File: src/rtl/hiz_pkg.sv
// Purpose: shared types and default sizing for the Hi-Z tile controller.
// Latency: n/a (declarations only).
// Backpressure: n/a.
package hiz_pkg;

  localparam int HIZ_PIXELS  = 16;
  localparam int HIZ_DEPTH_W = 24;
  localparam int HIZ_TILES   = 64;

  // CLEAR sweeps the zmax table; IDLE serves queries and updates.
  typedef enum logic {
    ST_CLEAR = 1'b0,
    ST_IDLE  = 1'b1
  } hiz_state_t;

  // Bits needed to count 0..n inclusive.
  function automatic int cnt_w(input int n);
    return $clog2(n + 1);
  endfunction

endpackage

File: src/rtl/hiz_tile_cmp.sv
// Purpose: compares every fragment depth of a tile query against the tile zmax.
// Latency: combinational.
// Backpressure: none; pure function of its inputs.
//
// Ports: frag_vec (PIXELS packed depths), cov (coverage), zmax (tile zmax),
//        pass_mask (covered and in front), rej_cnt (covered and occluded count).
module hiz_tile_cmp
  import hiz_pkg::*;
#(
  parameter int PIXELS  = HIZ_PIXELS,
  parameter int DEPTH_W = HIZ_DEPTH_W,
  parameter int CNT_W   = $clog2(HIZ_PIXELS + 1)
) (
  input  logic [PIXELS*DEPTH_W-1:0] frag_vec,
  input  logic [PIXELS-1:0]         cov,
  input  logic [DEPTH_W-1:0]        zmax,
  output logic [PIXELS-1:0]         pass_mask,
  output logic [CNT_W-1:0]          rej_cnt
);

  logic occ;

  always_comb begin
    pass_mask = '0;
    rej_cnt   = '0;
    occ       = 1'b0;
    for (int i = 0; i < PIXELS; i++) begin
      // Equal depth counts as occluded: zmax is the farthest surface already drawn.
      occ          = (frag_vec[i*DEPTH_W +: DEPTH_W] >= zmax);
      pass_mask[i] = cov[i] & ~occ;
      rej_cnt      = rej_cnt + CNT_W'(cov[i] & occ);
    end
  end

endmodule

File: src/rtl/hiz_tile_ctrl.sv
// Purpose: hierarchical-Z tile reject: per-tile zmax table, query compare, clear sweep.
// Latency: 1 cycle from query accept to r_valid.
// Backpressure: q_ready drops while a result is stalled on r_ready or the table is clearing;
//               u_ready drops only while clearing.
//
// Ports: clk/rst_n; q_* query in (tile, depths, coverage); r_* result out (tile,
//        pass mask, all-reject); u_* zmax update in; clr_start/clr_busy table
//        clear; rej_count running count of rejected covered pixels.
module hiz_tile_ctrl
  import hiz_pkg::*;
#(
  parameter int PIXELS  = HIZ_PIXELS,
  parameter int DEPTH_W = HIZ_DEPTH_W,
  parameter int TILES   = HIZ_TILES,
  localparam int TILE_AW = $clog2(TILES)
) (
  input  logic                      clk,
  input  logic                      rst_n,
  input  logic                      q_valid,
  output logic                      q_ready,
  input  logic [TILE_AW-1:0]        q_tile,
  input  logic [PIXELS*DEPTH_W-1:0] q_frag_vec,
  input  logic [PIXELS-1:0]         q_cov,
  output logic                      r_valid,
  input  logic                      r_ready,
  output logic [TILE_AW-1:0]        r_tile,
  output logic [PIXELS-1:0]         r_pass_mask,
  output logic                      r_all_reject,
  input  logic                      u_valid,
  output logic                      u_ready,
  input  logic [TILE_AW-1:0]        u_tile,
  input  logic [DEPTH_W-1:0]        u_zmax,
  input  logic                      clr_start,
  output logic                      clr_busy,
  output logic [31:0]               rej_count
);

  localparam int CNT_W = cnt_w(PIXELS);

  hiz_state_t           state;
  logic [TILE_AW-1:0]   clr_idx;
  logic [DEPTH_W-1:0]   zmax_tbl [TILES];

  logic                 q_acc;
  logic                 u_acc;
  logic [DEPTH_W-1:0]   zmax_eff;
  logic [PIXELS-1:0]    pass_mask;
  logic [CNT_W-1:0]     rej_cnt;

  assign u_ready = (state == ST_IDLE);
  assign q_ready = (state == ST_IDLE) && (!r_valid || r_ready);
  assign q_acc   = q_valid && q_ready;
  assign u_acc   = u_valid && u_ready;

  // Write-first bypass: an update landing on the queried tile this cycle wins.
  assign zmax_eff = (u_acc && (u_tile == q_tile)) ? u_zmax : zmax_tbl[q_tile];

  hiz_tile_cmp #(
    .PIXELS  (PIXELS),
    .DEPTH_W (DEPTH_W),
    .CNT_W   (CNT_W)
  ) u_cmp (
    .frag_vec  (q_frag_vec),
    .cov       (q_cov),
    .zmax      (zmax_eff),
    .pass_mask (pass_mask),
    .rej_cnt   (rej_cnt)
  );

  // Clear sweep / idle control.
  always_ff @(posedge clk or negedge rst_n) begin
    if (!rst_n) begin
      state    <= ST_CLEAR;
      clr_idx  <= '0;
      clr_busy <= 1'b1;
    end else begin
      case (state)
        ST_CLEAR: begin
          if (clr_idx == TILE_AW'(TILES - 1)) begin
            state    <= ST_IDLE;
            clr_idx  <= '0;
            clr_busy <= 1'b0;
          end else begin
            clr_idx  <= clr_idx + 1'b1;
          end
        end
        ST_IDLE: begin
          if (clr_start) begin
            state    <= ST_CLEAR;
            clr_idx  <= '0;
            clr_busy <= 1'b1;
          end
        end
        default: begin
          state    <= ST_CLEAR;
          clr_idx  <= '0;
          clr_busy <= 1'b1;
        end
      endcase
    end
  end

  // Table storage needs no reset: every reset enters CLEAR and rewrites all entries.
  always_ff @(posedge clk) begin
    if (state == ST_CLEAR) begin
      zmax_tbl[clr_idx] <= '1;
    end else if (u_acc) begin
      zmax_tbl[u_tile] <= u_zmax;
    end
  end

  // Result register and reject counter.
  always_ff @(posedge clk or negedge rst_n) begin
    if (!rst_n) begin
      r_valid      <= 1'b0;
      r_tile       <= '0;
      r_pass_mask  <= '0;
      r_all_reject <= 1'b0;
      rej_count    <= '0;
    end else begin
      if (q_acc) begin
        r_valid      <= 1'b1;
        r_tile       <= q_tile;
        r_pass_mask  <= pass_mask;
        r_all_reject <= (pass_mask == '0);
        rej_count    <= rej_count + 32'(rej_cnt);
      end else if (r_ready) begin
        r_valid      <= 1'b0;
      end
    end
  end

endmodule

File: config.mk
export PLATFORM = sky130hd
export DESIGN_NAME = hiz_tile_ctrl
export DESIGN_NICKNAME = d
export VERILOG_FILES = /design/src/rtl/hiz_pkg.sv /design/src/rtl/hiz_tile_cmp.sv /design/src/rtl/hiz_tile_ctrl.sv
export SDC_FILE = /design/constraint.sdc
export NUM_CORES = 2
export LEC_CHECK = 0
export CAP_MARGIN = 20
export CORE_UTILIZATION = 35
export CTS_CLUSTER_SIZE = 8
export DETAILED_ROUTE_END_ITERATION = 10
export SLEW_MARGIN = 30
export SYNTH_ARGS = -nofsm -noshare
export SYNTH_HDL_FRONTEND = slang
export SYNTH_SLANG_ARGS = --single-unit
File: constraint.sdc
create_clock -name clk -period 24.8 [get_ports clk]
set_clock_uncertainty 0.2 [all_clocks]
set_input_delay 3.72 -clock clk [delete_from_list [all_inputs] [get_ports clk]]
set_output_delay 3.72 -clock clk [all_outputs]
set_load 0.1 [all_outputs]
==> flow_summary.toml <==
[timing]
rsz0062_at_grt = "false"
hold_violations = 0
max_freq_mhz = 68.5
fin_tns_setup_ns = 0
slew_violations = 0
period_needed_ns = 14.60
tightest_slew_ns = 1.04
max_slew_margin_pct = 30.8
finalWorstSetupSlack_ns = 10.20
finalSetupViolations = 0
fin_crit_sh_pct = 58.9

[yosys]
async_reset_ff_share_pct = 4.00
syn_nets = 4487
yosys_warnings = 0
ys_types = 63
syn_area_um2 = 70400
avgSynthCellArea_um2 = 19.3
synth_seq_cells = 1600
ys.flop_type = "edfxtp_1"
ys_seq_area_share_pct = 67.8
synth_cells = 3639
synth-edff-count = 1536

[global_route]
grt_pass1_vias = 40531
grt_max_degree = 134
grt_pass1_wl_um = 308000
gr-total-overflow = 0
grt_antenna_before_repair = 8
grt_util_all_layers_pct = 21.5

[routing]
vias = 39113
routed-wl-met3_um = 13800
wl_um = 219000
wl_per_cell_um = 30.9
met2_length_um = 114000
wirelength_met1_um = 82000
dr.pass1.iters = 5
drc = 0
viasPerCell = 5.52
drtIter0Drc = 3309
antenna_left = 0
top_layer = "met5"

[placement]
dpl_cell_area_um2 = 80100
gp_congestion = 0.888
hpwl_um = 141000
pre_cts_ws_ns = 8.79
numPortBuffers = 500

[setup_path]
reg2regPathDepth = 32
required_ns = 25.30
crit_slowest_cell = "buf_4"
reg2reg_to = "rej_count[28]"
cpMostUsedCell = "fa_1"
r2r_start = "u_ready"
critPathCaptureType = "register"
cp_max_fo = 69
cp-start-kind = "input pin"
crit_type = "input pin to register"
max_stage_delay_ns = 0.73
ff2ff_setup_slack_ns = 14.73
worstPathArrival_ns = 15.10

[floorplan]
core_area_um2 = 200000
die_y_um = 450
row_count = 164
die_area_um2 = 203000
io_pins = 501
start_util_pct = 35.2
dieWidth_um = 450

[clocking]
clk_path_buf_depth = 3
h-tree-depth = 4
cts_tree = "yes"
cts_buffers = 218
cts_root_buffer = "clkbuf_16"
cts_sinks = 1600
hold_buffers = 0
post-cts-setup-buffers = 0
clk_pin_slew_ns = 0.05
clock_latency_ns = 0.83
ctsResizeCount = 0

[final_layout]
postLayoutCoreUtil_pct = 43.1
fill_cells = 17192
final_cell_mix = "1536 x edfxtp_1, 504 x mux4_2, 482 x clkdlybuf4s50_1"
syn2layout_area_growth_pct = 22.4
nets = 5193
final_common_cell = "edfxtp_1"
stdcell_area_um2 = 86100
drive_gt1_share_pct = 22.6

[pwr]
ir_drop_mv = 0.0612
cellLeakagePower_nw = 26.9
power_density_nw_per_um2 = 83.6

[worst_hold_path]
whs_path_depth = 1
hp-class = "register to register"
holdPathEnd = "rej_count[31]"
worstHoldStart = "rej_count[31]"

[job]
drv_cap = 0

[outcome]
status = "complete, no violations"
-- layer usage --
| metal | vias up | track usage (%) |
|---|---|---|
| met2 | 1517 | 37.9 |
| met5 | - | 0 |
| met1 | 20676 | 25.5 |
| met4 | 4 | 9.15 |
| met3 | 320 | 4.02 |
| li1 | 16596 | - |
-- synth_stat cells, drive strengths merged, types with 12 or more instances --
cell type,count,share of area [%]
o21ai,76,0.54
o211ai,14,0.15
mux2i,25,0.36
buf,58,0.44
nand3,46,0.33
a211oi,21,0.22
a21o,49,0.52
xnor2,28,0.35
inv,43,0.23
mux4,504,16
nor2,122,0.65
nand4,54,0.48
xor2,12,0.15
dfrtp,63,2.2
nand2,180,0.96
and3,13,0.12
a21oi,132,0.94
clkbuf,74,0.39
ha,395,7.0
edfxtp,1536,66
nand2b,41,0.36
nor2b,12,0.11
-- cell families after synthesis --
logic type               Yosys count  share of synthesized area, %
adder cells (fa/ha/maj)          406                          7.34
buffers and inverters            175                          1.07
AND/OR/NAND/NOR                  513                          3.43
XOR/XNOR                          40                         0.498
flip-flops                      1600                          67.8
AO/OA/AOI/OAI                    374                          3.32
multiplexers                     531                          16.5
-- stage by stage --
| stage | hold slack, ns | cells | power [mW] |
|---|---|---|---|
| detailed placement | 0.263 | 6780 | 4.58 |
| global placement | 0.264 | 6768 | 4.55 |
| finish | 0.276 | 7084 | 7.20 |
| floorplan | 0.372 | 3639 | 3.97 |
| CTS | 0.275 | 7077 | 7.25 |
| global route | 0.295 | 7081 | 7.45 |
-- worst max-delay path: cells and delay by family --
family	cells	cell delay [ns]
adders and majority gates	8	3.31
AOI/OAI and AO/OA	8	2.15
buffers and inverters	7	2.76
muxes	4	1.79
and+or+nand+nor	5	0.74
xor gates and xnor gates	2	0.33
-- sequential cells by signal, indices dropped and copies added, names as in the netlist --
signal        cells
clr_busy          1
clr_idx           6
r_all_reject      1
r_pass_mask      16
r_tile            6
r_valid           1
rej_count        32
u_ready           1
zmax_tbl       1536
-- power breakdown --
group	switching (mW)	total (mW)	internal, mW
logic	0.914	1.38	0.470
clock network	1.08	2.68	1.60
registers	0.0411	3.14	3.10
-- worst max path at each step --
stage | from | slack [ns] | cells past startpoint | end
finish | q_tile[0] | 10.20 | 34 | rej_count[28]
global route | q_tile[0] | 9.45 | 33 | rej_count[28]
detailed placement | q_tile[0] | 8.79 | 33 | rej_count[28]
global placement | q_tile[0] | 8.33 | 32 | rej_count[19]
CTS | q_tile[0] | 9.66 | 33 | rej_count[28]
floorplan | q_tile[0] | 12.15 | 32 | rej_count[30]
-- cell type report --
type                            count  area (um^2)  area share, %
Tap cell                         2656         3320           3.86
Sequential cell                  1600        47700           55.4
Timing Repair Buffer              618         6130           7.11
Clock buffer                      285         5800           6.74
Clock inverter                     12          193          0.224
Multi-Input combinational cell   1864        22800           26.4
Inverter                           43          161          0.187
Antenna cell                        6         15.0         0.0174
Power figures use the tool's default switching activity.
